===== config.mk =====
export PLATFORM = sky130hd
export DESIGN_NAME = ysyx_23060025_ifu_fq_stage
export DESIGN_NICKNAME = d
export VERILOG_FILES = /design/src/rtl/ysyx_23060025_ifu_fq_stage_pkg.sv /design/src/rtl/ysyx_23060025_sync_fifo.sv /design/src/rtl/ysyx_23060025_ifu_fq_stage.sv
export SDC_FILE = /design/constraint.sdc
export NUM_CORES = 1
export LEC_CHECK = 0
export ABC_CLOCK_PERIOD_IN_PS = 9700
export CAP_MARGIN = 5
export CORE_MARGIN = 3
export CORE_UTILIZATION = 40
export CTS_CLUSTER_SIZE = 12
export DETAILED_ROUTE_END_ITERATION = 6
export GPL_TIMING_DRIVEN = 0
export PLACE_DENSITY = 0.62
export SLEW_MARGIN = 10
export SYNTH_ARGS = -nofsm -noshare
export SYNTH_HDL_FRONTEND = slang
export SYNTH_SLANG_ARGS = --single-unit

===== constraint.sdc =====
create_clock -name clock -period 9.7 [get_ports clock]
set_input_delay 1.94 -clock clock [delete_from_list [all_inputs] [get_ports clock]]
set_output_delay 1.94 -clock clock [all_outputs]
set_load 0.02 [all_outputs]

===== src/rtl/ysyx_23060025_ifu_fq_stage_pkg.sv =====
// ---------------------------------------------------------------------------
// ysyx_23060025_ifu_fq_stage_pkg
// Shared definitions for the queued fetch stage:
//   PC_RESET_VAL  - address of the first fetch after reset
//   FS_TO_DS_W    - width of the {inst, pc} bus handed to IDU
//   redir_src_e   - which source (if any) is redirecting fetch this cycle
//   redir_select  - resolves simultaneous redirect requests by priority
// ---------------------------------------------------------------------------
package ysyx_23060025_ifu_fq_stage_pkg;

    localparam int unsigned ADDR_W     = 32;
    localparam int unsigned DATA_W     = 32;
    localparam int unsigned FS_TO_DS_W = DATA_W + ADDR_W;

    localparam logic [31:0] PC_RESET_VAL = 32'h3000_0000;

    typedef enum logic [1:0] {
        REDIR_NONE,
        REDIR_FLUSH,
        REDIR_CSR,
        REDIR_JMP
    } redir_src_e;

    // A pipeline flush comes from the oldest instruction, so it overrides a
    // CSR trap/return, which in turn overrides an ordinary resolved jump.
    function automatic redir_src_e redir_select(input logic flush_req,
                                                input logic csr_req,
                                                input logic jmp_req);
        redir_src_e src;
        src = REDIR_NONE;
        if (flush_req) begin
            src = REDIR_FLUSH;
        end else if (csr_req) begin
            src = REDIR_CSR;
        end else if (jmp_req) begin
            src = REDIR_JMP;
        end
        return src;
    endfunction

endpackage


===== src/rtl/ysyx_23060025_sync_fifo.sv =====
// ---------------------------------------------------------------------------
// ysyx_23060025_sync_fifo
// Single-clock FIFO with a synchronous flush.
//   clock, reset     - clock and asynchronous active-high reset
//   push, push_data  - write request and data
//   pop, pop_data    - read request; pop_data always shows the head entry
//   flush            - empties the FIFO, overriding push and pop
//   full, empty      - occupancy flags
//   count            - number of stored entries (0..DEPTH)
// A push while full is accepted only when a pop happens in the same cycle;
// a pop while empty is ignored.
// ---------------------------------------------------------------------------
module ysyx_23060025_sync_fifo #(
    parameter int WIDTH = 32,
    parameter int DEPTH = 4,
    localparam int PTR_W = (DEPTH > 1) ? $clog2(DEPTH) : 1,
    localparam int CNT_W = $clog2(DEPTH) + 1
) (
    input  logic             clock,
    input  logic             reset,
    input  logic             push,
    input  logic [WIDTH-1:0] push_data,
    input  logic             pop,
    output logic [WIDTH-1:0] pop_data,
    input  logic             flush,
    output logic             full,
    output logic             empty,
    output logic [CNT_W-1:0] count
);

    logic [WIDTH-1:0] mem [DEPTH];
    logic [PTR_W-1:0] wr_ptr;
    logic [PTR_W-1:0] rd_ptr;
    logic             do_push;
    logic             do_pop;

    // Pointers wrap explicitly so non-power-of-two pointer ranges stay legal.
    function automatic logic [PTR_W-1:0] next_ptr(input logic [PTR_W-1:0] ptr);
        return (ptr == PTR_W'(DEPTH - 1)) ? '0 : ptr + PTR_W'(1);
    endfunction

    assign full     = (count == CNT_W'(DEPTH));
    assign empty    = (count == '0);
    assign pop_data = mem[rd_ptr];

    // Effective handshakes: flush wins, and the pop frees the slot a push
    // into a full FIFO needs.
    always_comb begin
        do_pop  = pop & ~empty & ~flush;
        do_push = push & ~flush & (~full | do_pop);
    end

    // Pointer and occupancy bookkeeping.
    always_ff @(posedge clock or posedge reset) begin
        if (reset) begin
            wr_ptr <= '0;
            rd_ptr <= '0;
            count  <= '0;
        end else if (flush) begin
            wr_ptr <= '0;
            rd_ptr <= '0;
            count  <= '0;
        end else begin
            if (do_push) begin
                wr_ptr <= next_ptr(wr_ptr);
            end
            if (do_pop) begin
                rd_ptr <= next_ptr(rd_ptr);
            end
            case ({do_push, do_pop})
                2'b10:   count <= count + CNT_W'(1);
                2'b01:   count <= count - CNT_W'(1);
                default: count <= count;
            endcase
        end
    end

    // Storage needs no reset; empty masks stale contents.
    always_ff @(posedge clock) begin
        if (do_push) begin
            mem[wr_ptr] <= push_data;
        end
    end

endmodule


===== src/rtl/ysyx_23060025_ifu_fq_stage.sv =====
// ---------------------------------------------------------------------------
// ysyx_23060025_ifu_fq_stage
// Fetch stage that keeps up to MAX_OUTSTANDING icache requests in flight and
// buffers returned instructions in a FQ_DEPTH-entry queue in front of IDU.
//   clock, reset               - clock and asynchronous active-high reset
//   idu_valid_i                - qualifies idu_flush_i and jmp_flag_i
//   idu_flush_i/idu_flush_pc_i - pipeline flush and its target
//   csr_jmp_i/csr_pc_i         - CSR redirect and its target
//   jmp_flag_i/jmp_target_i    - resolved jump and its target
//   bpu_pc_o/bpu_pc_predict_i  - current fetch PC and its predicted successor
//   req_valid_o/req_ready_i/req_addr_o - icache request channel
//   resp_valid_i/resp_data_i   - in-order icache responses (never stalled)
//   fs_to_ds_valid_o/ds_allowin_i/if_to_id_bus_o - {inst, pc} to IDU
// On a redirect the queues are emptied at once and responses for requests
// already in flight are counted off by drop_cnt instead of waited for.
// ---------------------------------------------------------------------------
module ysyx_23060025_ifu_fq_stage #(
    parameter int ADDR_WIDTH      = 32,
    parameter int DATA_WIDTH      = 32,
    parameter int FQ_DEPTH        = 4,
    parameter int MAX_OUTSTANDING = 2,
    parameter logic [ADDR_WIDTH-1:0] PC_RESET_VAL =
        ADDR_WIDTH'(ysyx_23060025_ifu_fq_stage_pkg::PC_RESET_VAL)
) (
    input  logic                             clock,
    input  logic                             reset,
    input  logic                             idu_valid_i,
    input  logic                             idu_flush_i,
    input  logic [ADDR_WIDTH-1:0]            idu_flush_pc_i,
    input  logic                             csr_jmp_i,
    input  logic [ADDR_WIDTH-1:0]            csr_pc_i,
    input  logic                             jmp_flag_i,
    input  logic [ADDR_WIDTH-1:0]            jmp_target_i,
    output logic [ADDR_WIDTH-1:0]            bpu_pc_o,
    input  logic [ADDR_WIDTH-1:0]            bpu_pc_predict_i,
    output logic                             req_valid_o,
    input  logic                             req_ready_i,
    output logic [ADDR_WIDTH-1:0]            req_addr_o,
    input  logic                             resp_valid_i,
    input  logic [DATA_WIDTH-1:0]            resp_data_i,
    output logic                             fs_to_ds_valid_o,
    input  logic                             ds_allowin_i,
    output logic [DATA_WIDTH+ADDR_WIDTH-1:0] if_to_id_bus_o
);

    import ysyx_23060025_ifu_fq_stage_pkg::*;

    localparam int CNT_W    = $clog2(MAX_OUTSTANDING) + 1;
    localparam int FQ_CNT_W = $clog2(FQ_DEPTH) + 1;
    localparam int SUM_W    = ((CNT_W > FQ_CNT_W) ? CNT_W : FQ_CNT_W) + 1;
    localparam int BUS_W    = DATA_WIDTH + ADDR_WIDTH;

    logic [ADDR_WIDTH-1:0] fetch_pc;
    logic [CNT_W-1:0]      outstanding;
    logic [CNT_W-1:0]      drop_cnt;

    redir_src_e            redir_src;
    logic                  redirect;
    logic [ADDR_WIDTH-1:0] redirect_target;

    logic [SUM_W-1:0]      credit_used;
    logic                  has_credit;
    logic                  issue;
    logic                  resp_live;
    logic                  resp_drop;

    logic [ADDR_WIDTH-1:0] pc_head;
    logic                  pc_full;
    logic                  pc_empty;
    logic [CNT_W-1:0]      pc_count;

    logic                  fq_push;
    logic                  fq_pop;
    logic [BUS_W-1:0]      fq_head;
    logic                  fq_full;
    logic                  fq_empty;
    logic [FQ_CNT_W-1:0]   fq_count;

    // Pick the redirect source and its target.
    always_comb begin
        redir_src = redir_select(idu_flush_i & idu_valid_i,
                                 csr_jmp_i,
                                 jmp_flag_i & idu_valid_i);
        redirect  = (redir_src != REDIR_NONE);
        case (redir_src)
            REDIR_FLUSH: redirect_target = idu_flush_pc_i;
            REDIR_CSR:   redirect_target = csr_pc_i;
            REDIR_JMP:   redirect_target = jmp_target_i;
            default:     redirect_target = fetch_pc;
        endcase
    end

    // Only issue when every in-flight response is guaranteed a queue slot,
    // which is why responses never need back-pressure. In-flight requests
    // that will be dropped still hold credit until they return.
    always_comb begin
        credit_used = SUM_W'(outstanding) + SUM_W'(fq_count);
        has_credit  = (outstanding < CNT_W'(MAX_OUTSTANDING)) &&
                      (credit_used < SUM_W'(FQ_DEPTH));
        req_valid_o = ~reset & ~redirect & has_credit;
        issue       = req_valid_o & req_ready_i;
        resp_live   = resp_valid_i & ~redirect & (drop_cnt == '0);
        resp_drop   = resp_valid_i & ~redirect & (drop_cnt != '0);
        fq_push     = resp_live;
        fq_pop      = fs_to_ds_valid_o & ds_allowin_i;
    end

    assign bpu_pc_o         = fetch_pc;
    assign req_addr_o       = fetch_pc;
    assign fs_to_ds_valid_o = ~fq_empty & ~redirect;
    assign if_to_id_bus_o   = fq_empty ? '0 : fq_head;

    // Fetch PC, in-flight count and the number of stale responses to skip.
    // A response landing in the redirect cycle is already stale, so it is
    // removed from both counts instead of being scheduled for dropping.
    always_ff @(posedge clock or posedge reset) begin
        if (reset) begin
            fetch_pc    <= PC_RESET_VAL;
            outstanding <= '0;
            drop_cnt    <= '0;
        end else if (redirect) begin
            fetch_pc    <= redirect_target;
            outstanding <= outstanding - CNT_W'(resp_valid_i);
            drop_cnt    <= outstanding - CNT_W'(resp_valid_i);
        end else begin
            if (issue) begin
                fetch_pc <= bpu_pc_predict_i;
            end
            outstanding <= outstanding + CNT_W'(issue) - CNT_W'(resp_valid_i);
            if (resp_drop) begin
                drop_cnt <= drop_cnt - CNT_W'(1);
            end
        end
    end

    // Addresses of live in-flight requests, matched to responses in order.
    ysyx_23060025_sync_fifo #(
        .WIDTH (ADDR_WIDTH),
        .DEPTH (MAX_OUTSTANDING)
    ) u_pc_fifo (
        .clock     (clock),
        .reset     (reset),
        .push      (issue),
        .push_data (fetch_pc),
        .pop       (resp_live),
        .pop_data  (pc_head),
        .flush     (redirect),
        .full      (pc_full),
        .empty     (pc_empty),
        .count     (pc_count)
    );

    // Fetched {inst, pc} pairs waiting for IDU.
    ysyx_23060025_sync_fifo #(
        .WIDTH (BUS_W),
        .DEPTH (FQ_DEPTH)
    ) u_fq (
        .clock     (clock),
        .reset     (reset),
        .push      (fq_push),
        .push_data ({resp_data_i, pc_head}),
        .pop       (fq_pop),
        .pop_data  (fq_head),
        .flush     (redirect),
        .full      (fq_full),
        .empty     (fq_empty),
        .count     (fq_count)
    );

    // Protocol and bookkeeping invariants.
    a_no_resp_when_idle: assert property (@(posedge clock) disable iff (reset)
        resp_valid_i |-> (outstanding != '0));
    a_fq_no_overflow: assert property (@(posedge clock) disable iff (reset)
        !(fq_push && fq_full && !fq_pop));
    a_drop_bounded: assert property (@(posedge clock) disable iff (reset)
        drop_cnt <= outstanding);
    a_pc_fifo_tracks: assert property (@(posedge clock) disable iff (reset)
        pc_count == (outstanding - drop_cnt));
    a_pc_fifo_has_entry: assert property (@(posedge clock) disable iff (reset)
        resp_live |-> !pc_empty);
    a_pc_fifo_has_room: assert property (@(posedge clock) disable iff (reset)
        issue |-> !pc_full);

endmodule


**Word level (Yosys, flattened, before mapping)**

Memories as Yosys holds them, arrays and structs flattened.
Index checks and enable logic that the tools add are counted.

- Register bits after elaboration: 47
- Memory bits (writable): 320
- Input port bits: 169
- Output and inout port bits: 130
- Word-level logic and storage cells: 109
- Memories kept: 2

- $add $sub $neg: 13
- Order comparisons: 2
- Equality and inequality tests: 12
- Muxes and demuxes: 30
- Bitwise operators: 26
- Reduce and logical (&&, ||, !) cells: 15

Memory list:

| name | depth | width | rd ports | clocked after memory_dff | write ports | line | source |
|---|---|---|---|---|---|---|---|
| u_fq.mem | 4 | 64 | 1 | 0 | 1 | ysyx_23060025_sync_fifo.sv:31 | `logic [WIDTH-1:0] mem [DEPTH];` |
| u_pc_fifo.mem | 2 | 32 | 1 | 0 | 1 | ysyx_23060025_sync_fifo.sv:31 |  |

Operators with widths:

| operator | number |
|---|---|
| $pmux 32 s3 | 1 |
| $mux 32 | 2 |
| $mux 64 | 1 |
| $mux 2 | 13 |
| $and 1x1->1 | 18 |
| $reduce_bool 2->1 | 8 |
| $eq 2x2->1 const B | 7 |
| $mux 1 | 10 |
| $add 2x1->2 const B | 3 |
| $eq 2x1->1 const B | 3 |
| $not 1->1 | 6 |
| $pmux 3 s2 | 1 |
| $reduce_bool 3->1 | 2 |
| $add 2x3->4 | 1 |
| $logic_not 2->1 | 2 |
| $lt 4x3->1 const B | 1 |
| $ne 4x4->1 const B | 1 |
| $pmux 2 s2 | 1 |
| $sub 2x1->2 | 2 |
| $sub 2x1->2 const B | 2 |
| $add 3x1->3 const B | 1 |
| $eq 3x3->1 const B | 1 |
| $logic_not 3->1 | 1 |
| $mux 3 | 1 |
| 7 further kinds | 9 |

**Depth between registers and ports, before layout**

Gate-level depths: netlist of run 1.

- Depth after elaboration: 15
- Gate-level depth with buffers: 13
- Mapped depth without buffers: 11

**Modules after synthesis**

From an unflattened synthesis of run 1, not the netlist that was laid out.

- Cell total of the unflattened synthesis: 861
- Area, all modules: 15297.2 um^2

Modules (own cells, without submodules):

| module | instances | cells an instance | area an instance (um^2) | seq. area each (um^2) |
|---|---|---|---|---|
| ysyx_23060025_sync_fifo (u_fq) | 1 | 397 | 9761.9 | 7862.5 |
| ysyx_23060025_ifu_fq_stage | 1 | 336 | 2962.8 | 903.4 |
| ysyx_23060025_sync_fifo (u_pc_fifo) | 1 | 128 | 2572.5 | 2021.9 |

**Least setup slack after synthesis of run 1**

OpenSTA, ideal clock, no wires.

- Path kind: input port to flip-flop
- From: in jmp_flag_i
- To: mem u_pc_fifo.mem[0][0] (enable)
- Arrival: 4.771 ns
- Data required time: 9.238 ns
- Path slack: 4.467 ns
- Stages on the path: 4
- Buffers on the path: 1
- Cell sequence: o21a_1 > or2_1 > buf_6 > nor3_1

- Cells in the longest elaborated chain, start to end: 14
- Elaborated cells between the ends (all ways): 18
- Those cells by class: mux: 5; bitwise: 12; reduce/logical: 1

RTL lines:

| what | line | source |
|---|---|---|
| from (decl) | ysyx_23060025_ifu_fq_stage.sv:32 | `input logic jmp_flag_i,` |
| $and 1x1->1 * | ysyx_23060025_ifu_fq_stage.sv:83 | `jmp_flag_i & idu_valid_i);` |
| $mux 2 * | ysyx_23060025_ifu_fq_stage_pkg.sv:35 | `end else if (jmp_req) begin` |
| $mux 2 * | ysyx_23060025_ifu_fq_stage_pkg.sv:33 | `end else if (csr_req) begin` |
| $mux 2 * | ysyx_23060025_ifu_fq_stage_pkg.sv:31 | `if (flush_req) begin` |
| $reduce_bool 2->1 * | ysyx_23060025_ifu_fq_stage.sv:84 | `redirect = (redir_src != REDIR_NONE);` |
| $not 1->1 * | - |  |
| $and 1x1->1 (2 in a row) | ysyx_23060025_ifu_fq_stage.sv:102 | `resp_live = resp_valid_i & ~redirect & (drop_cnt == '0);` |
| $and 1x1->1 (2 in a row) | ysyx_23060025_sync_fifo.sv:49 | `do_pop = pop & ~empty & ~flush;` |
| $or 1x1->1 | ysyx_23060025_sync_fifo.sv:50 | `do_push = push & ~flush & (~full \| do_pop);` |
| $and 1x1->1 * | ysyx_23060025_sync_fifo.sv:50 |  |
| $mux 1 * | ysyx_23060025_sync_fifo.sv:80 | `if (do_push) begin` |
| $mux 1 (implied by the code) * | ysyx_23060025_sync_fifo.sv:81 | `mem[wr_ptr] <= push_data;` |
| to (decl) | ysyx_23060025_sync_fifo.sv:31 |  |

Mark *: on every way between the ends. The rest lies on a longest branch, timed or not.

**Worst setup path after layout of run 1**

- From: in idu_flush_i
- To: out fs_to_ds_valid_o

- Cells in the longest elaborated chain, start to end: 5

RTL lines:

| what | line | source |
|---|---|---|
| from (decl) | ysyx_23060025_ifu_fq_stage.sv:28 | `input logic idu_flush_i,` |
| $and 1x1->1 | ysyx_23060025_ifu_fq_stage.sv:81 | `redir_src = redir_select(idu_flush_i & idu_valid_i,` |
| $mux 2 | ysyx_23060025_ifu_fq_stage_pkg.sv:31 |  |
| $reduce_bool 2->1 | ysyx_23060025_ifu_fq_stage.sv:84 |  |
| $not 1->1 | ysyx_23060025_ifu_fq_stage.sv:110 | `assign fs_to_ds_valid_o = ~fq_empty & ~redirect;` |
| $and 1x1->1 | ysyx_23060025_ifu_fq_stage.sv:110 |  |
| to (decl) | ysyx_23060025_ifu_fq_stage.sv:41 | `output logic fs_to_ds_valid_o,` |

Every way passes these cells.

==> results of run 1 <==
==> power by group through the flow <==
stage	combinational (µW)	sequential [µW]	clock (µW)
3_3_place_gp	815	1880	0
5_1_grt	872	1860	1550
2_1_floorplan	409	1880	0
6_report	813	1850	1440
4_1_cts	829	1850	1480
3_5_place_dp	825	1880	0
==> cell type report <==
cell class,instances,area [µm²],share of cell area [%]
Sequential cell,367,10800,53.0
Clock inverter,11,154,0.756
Inverter,11,41.3,0.203
Tap cell,504,631,3.10
Timing Repair Buffer,307,3180,15.6
Multi-Input combinational cell,413,3950,19.4
Clock buffer,58,1100,5.40
Buffer,84,508,2.50
==> kinds of logic after synthesis <==
family | count (synthesis) | share of synthesized area, %
compound gates | 154 | 7.18
xor+xnor | 6 | 0.344
fa+ha+maj | 11 | 0.951
buf+inv | 95 | 3.60
flops | 367 | 70.7
mux | 103 | 12.3
simple gates | 139 | 4.98
==> per-layer routing <==
metal / wire (µm) / vias up / GRT usage (%) / share of wire, %
li1: - / 4116 / - / -
met1: 15300 / 4494 / 22.7 / 41
met2: 18600 / 299 / 31.8 / 50
met3: 2370 / 59 / 4.29 / 6.3
met4: 1150 / 0 / 6.03 / 3.1
met5: 0 / - / 0 / 0
==> state kept, by name, indices dropped and copies added (netlist names) <==
signal,flops
u_pc_fifo.wr_ptr,1
outstanding,2
u_fq.count,3
u_pc_fifo.rd_ptr,1
bpu_pc_o,32
u_pc_fifo.mem,64
drop_cnt,2
u_fq.wr_ptr,2
u_pc_fifo.count,2
u_fq.rd_ptr,2
u_fq.mem,256
==> worst max path at each step <==
stage	startpoint	endpoint	slack [ps]	depth (start not counted)
after floorplan	jmp_flag_i	u_pc_fifo.mem[0][0]	4470	4
after global placement	idu_flush_i	u_pc_fifo.mem[0][25]	2250	5
after detailed placement	idu_valid_i	fs_to_ds_valid_o	3440	8
after CTS	idu_flush_i	fs_to_ds_valid_o	3420	8
after global routing	idu_valid_i	fs_to_ds_valid_o	3280	8
final	idu_flush_i	fs_to_ds_valid_o	3430	8
==> Yosys cell counts, types with 6 or more instances <==
cell type | number | area (µm²)
and3_1 | 6 | 37.5
ha_1 | 10 | 125
a22oi_1 | 29 | 218
buf_4 | 33 | 248
inv_1 | 11 | 41.3
edfxtp_1 | 320 | 9610
clkbuf_1 | 26 | 97.6
a22o_1 | 29 | 254
a21oi_1 | 9 | 45.0
mux2_2 | 33 | 372
mux2i_1 | 6 | 60.1
o21ai_0 | 35 | 175
mux4_2 | 64 | 1440
buf_2 | 16 | 80.1
dfrtp_1 | 45 | 1130
nand2_1 | 8 | 30.0
a21o_1 | 30 | 225
and2_1 | 65 | 407
nor2_1 | 41 | 154
==> stage by stage <==
step	instance area, µm²	hold slack (ps)
final	20300	551
after global routing	20300	571
after CTS	20300	555
after detailed placement	19100	541
after global placement	18900	515
after floorplan	15300	497
==> impl_metrics.json, run 1 <==
{
  "status": "completed",
  "die_w_um": 201,
  "swShare_pct": 25.3,
  "vias": 8968,
  "clk_pin_slew_ps": 60,
  "area_growth_pct": 33.3,
  "p_clk_share_pct": 35.1,
  "p_leak_uw": 0.00699,
  "cp-end-kind": "output pin",
  "drtIter0Drc": 468,
  "worstSetupPathType": "in -> out",
  "fillers": 3076,
  "regToRegEndpoint": "u_fq.mem[0][54]",
  "drv_cap": 0,
  "crit_path_cell_trace": "clkdlybuf4s50_1, o21a_1, or2_1, buf_6, buf_2, buf_2, nor2_1, clkdlybuf4s50_1",
  "setup_viol": 0,
  "synth_seq_cells": 367,
  "crit_required_ps": 7760,
  "stdcell_count": 1755,
  "antenna_left": 0,
  "clock_latency_ps": 520,
  "viasPerCell": 5.11,
  "crit_family": "buffers and inverters",
  "r2r-start": "drop_cnt[0]",
  "maxSlewHeadroom_pct": 42.6,
  "yosys_warnings": 0,
  "postCtsSetupBuffers": 0,
  "grt_usage_pct": 18.3,
  "routedWlPerCell_um": 21.3,
  "period_needed_ps": 6270,
  "layout_commonest_cell": "edfxtp_1",
  "max_freq_mhz": 159,
  "finish.utilization_pct": 54.8,
  "ctsRootBufferMaster": "clkbuf_16",
  "dp.cells": 1686,
  "ys_types": 49,
  "hold_depth": 0,
  "hold_class": "reg -> reg",
  "pre_cts_ws_ps": 3440,
  "die_h_um": 201,
  "final_hold_viol_count": 0,
  "yosysSeqAreaShare_pct": 70.7,
  "core_area_um2": 37100,
  "avgSynthCellArea_um2": 17.4,
  "path_buf_inv": 5,
  "grt_overflow": 0,
  "cp_max_fo": 10,
  "min_to": "u_pc_fifo.mem[1][4]",
  "clockBufferDepth": 3,
  "synth.net_count": 1055,
  "fin_crit_sh_pct": 64.7,
  "final_nets": 1404,
  "critical-path-max-stage-delay_ps": 660,
  "switchingPower_uw": 1040,
  "io_buffers": 297,
  "power_density_nw_per_um2": 202,
  "gp_congestion": 0.835,
  "cts_made_buffers": 40,
  "hold_start": "bpu_pc_o[4]",
  "intPower_uw": 3070,
  "grt_antenna_before_repair": 0,
  "rsz0062_at_grt": "false",
  "p_comb_share_pct": 19.8,
  "rows": 70,
  "hold_buffers": 0,
  "start_util_pct": 41.1,
  "diodes": 0,
  "yosys_most_used_dff": "edfxtp_1",
  "grt_start_max_net_pins": 46,
  "r2r_cells": 6,
  "post-dp-hpwl_mm": 26.6,
  "setup_ws_ps": 3430,
  "layout_common_cells": "320 x edfxtp_1, 297 x clkdlybuf4s50_1, 65 x and2_1",
  "r2r_slack_ps": 6980,
  "peakVddDrop_uv": 99.1,
  "startpoint_type": "input pin",
  "fin_skew_ps": 20.9,
  "slew_violations": 0,
  "routed_wl_mm": 37.4,
  "grt_pass1_wl_mm": 56.9,
  "clock_sinks": 367,
  "pwr-share-seq_pct": 45.1,
  "syn-cell-area_um2": 15300,
  "grt_pass1_vias": 9653,
  "crit_slowest_cell": "clkdlybuf4s50_1",
  "synth_cells": 875,
  "worst_pin_slew_ps": 861,
  "ios": 299,
  "worstPathArrival_ps": 4330,
  "cts_htree_levels": 2,
  "fp.dieArea_um2": 40500,
  "synth_edf_count": 320,
  "drc_errors": 0,
  "async_flop_share_pct": 12.8,
  "cts_tree": "built",
  "timing.setup.tns_ps": 0,
  "drtPass1Iterations": 4,
  "ctsResizeCount": 0,
  "power_uw": 4100,
  "drive_gt1_share_pct": 18.3
}
Power figures use the tool's default switching activity.
==> inputs of run 2 (changes only) <==
- ABC_CLOCK_PERIOD_IN_PS: 9700 -> 6500
- clock period: 9.7 -> 6.5 ns (I/O delays scaled with it)
==> results of run 2 <==
Same layout as run 1 (identical final DEF). Status: completed.
Main changes from that run: setup slack after placement 3440 ps -> 1520 ps; setup slack after layout 3430 ps -> 1510 ps; register-to-register setup slack 6980 ps -> 3780 ps; total power 4100 µW -> 6120 µW; worst IR drop on VDD 99.1 µV -> 148 µV
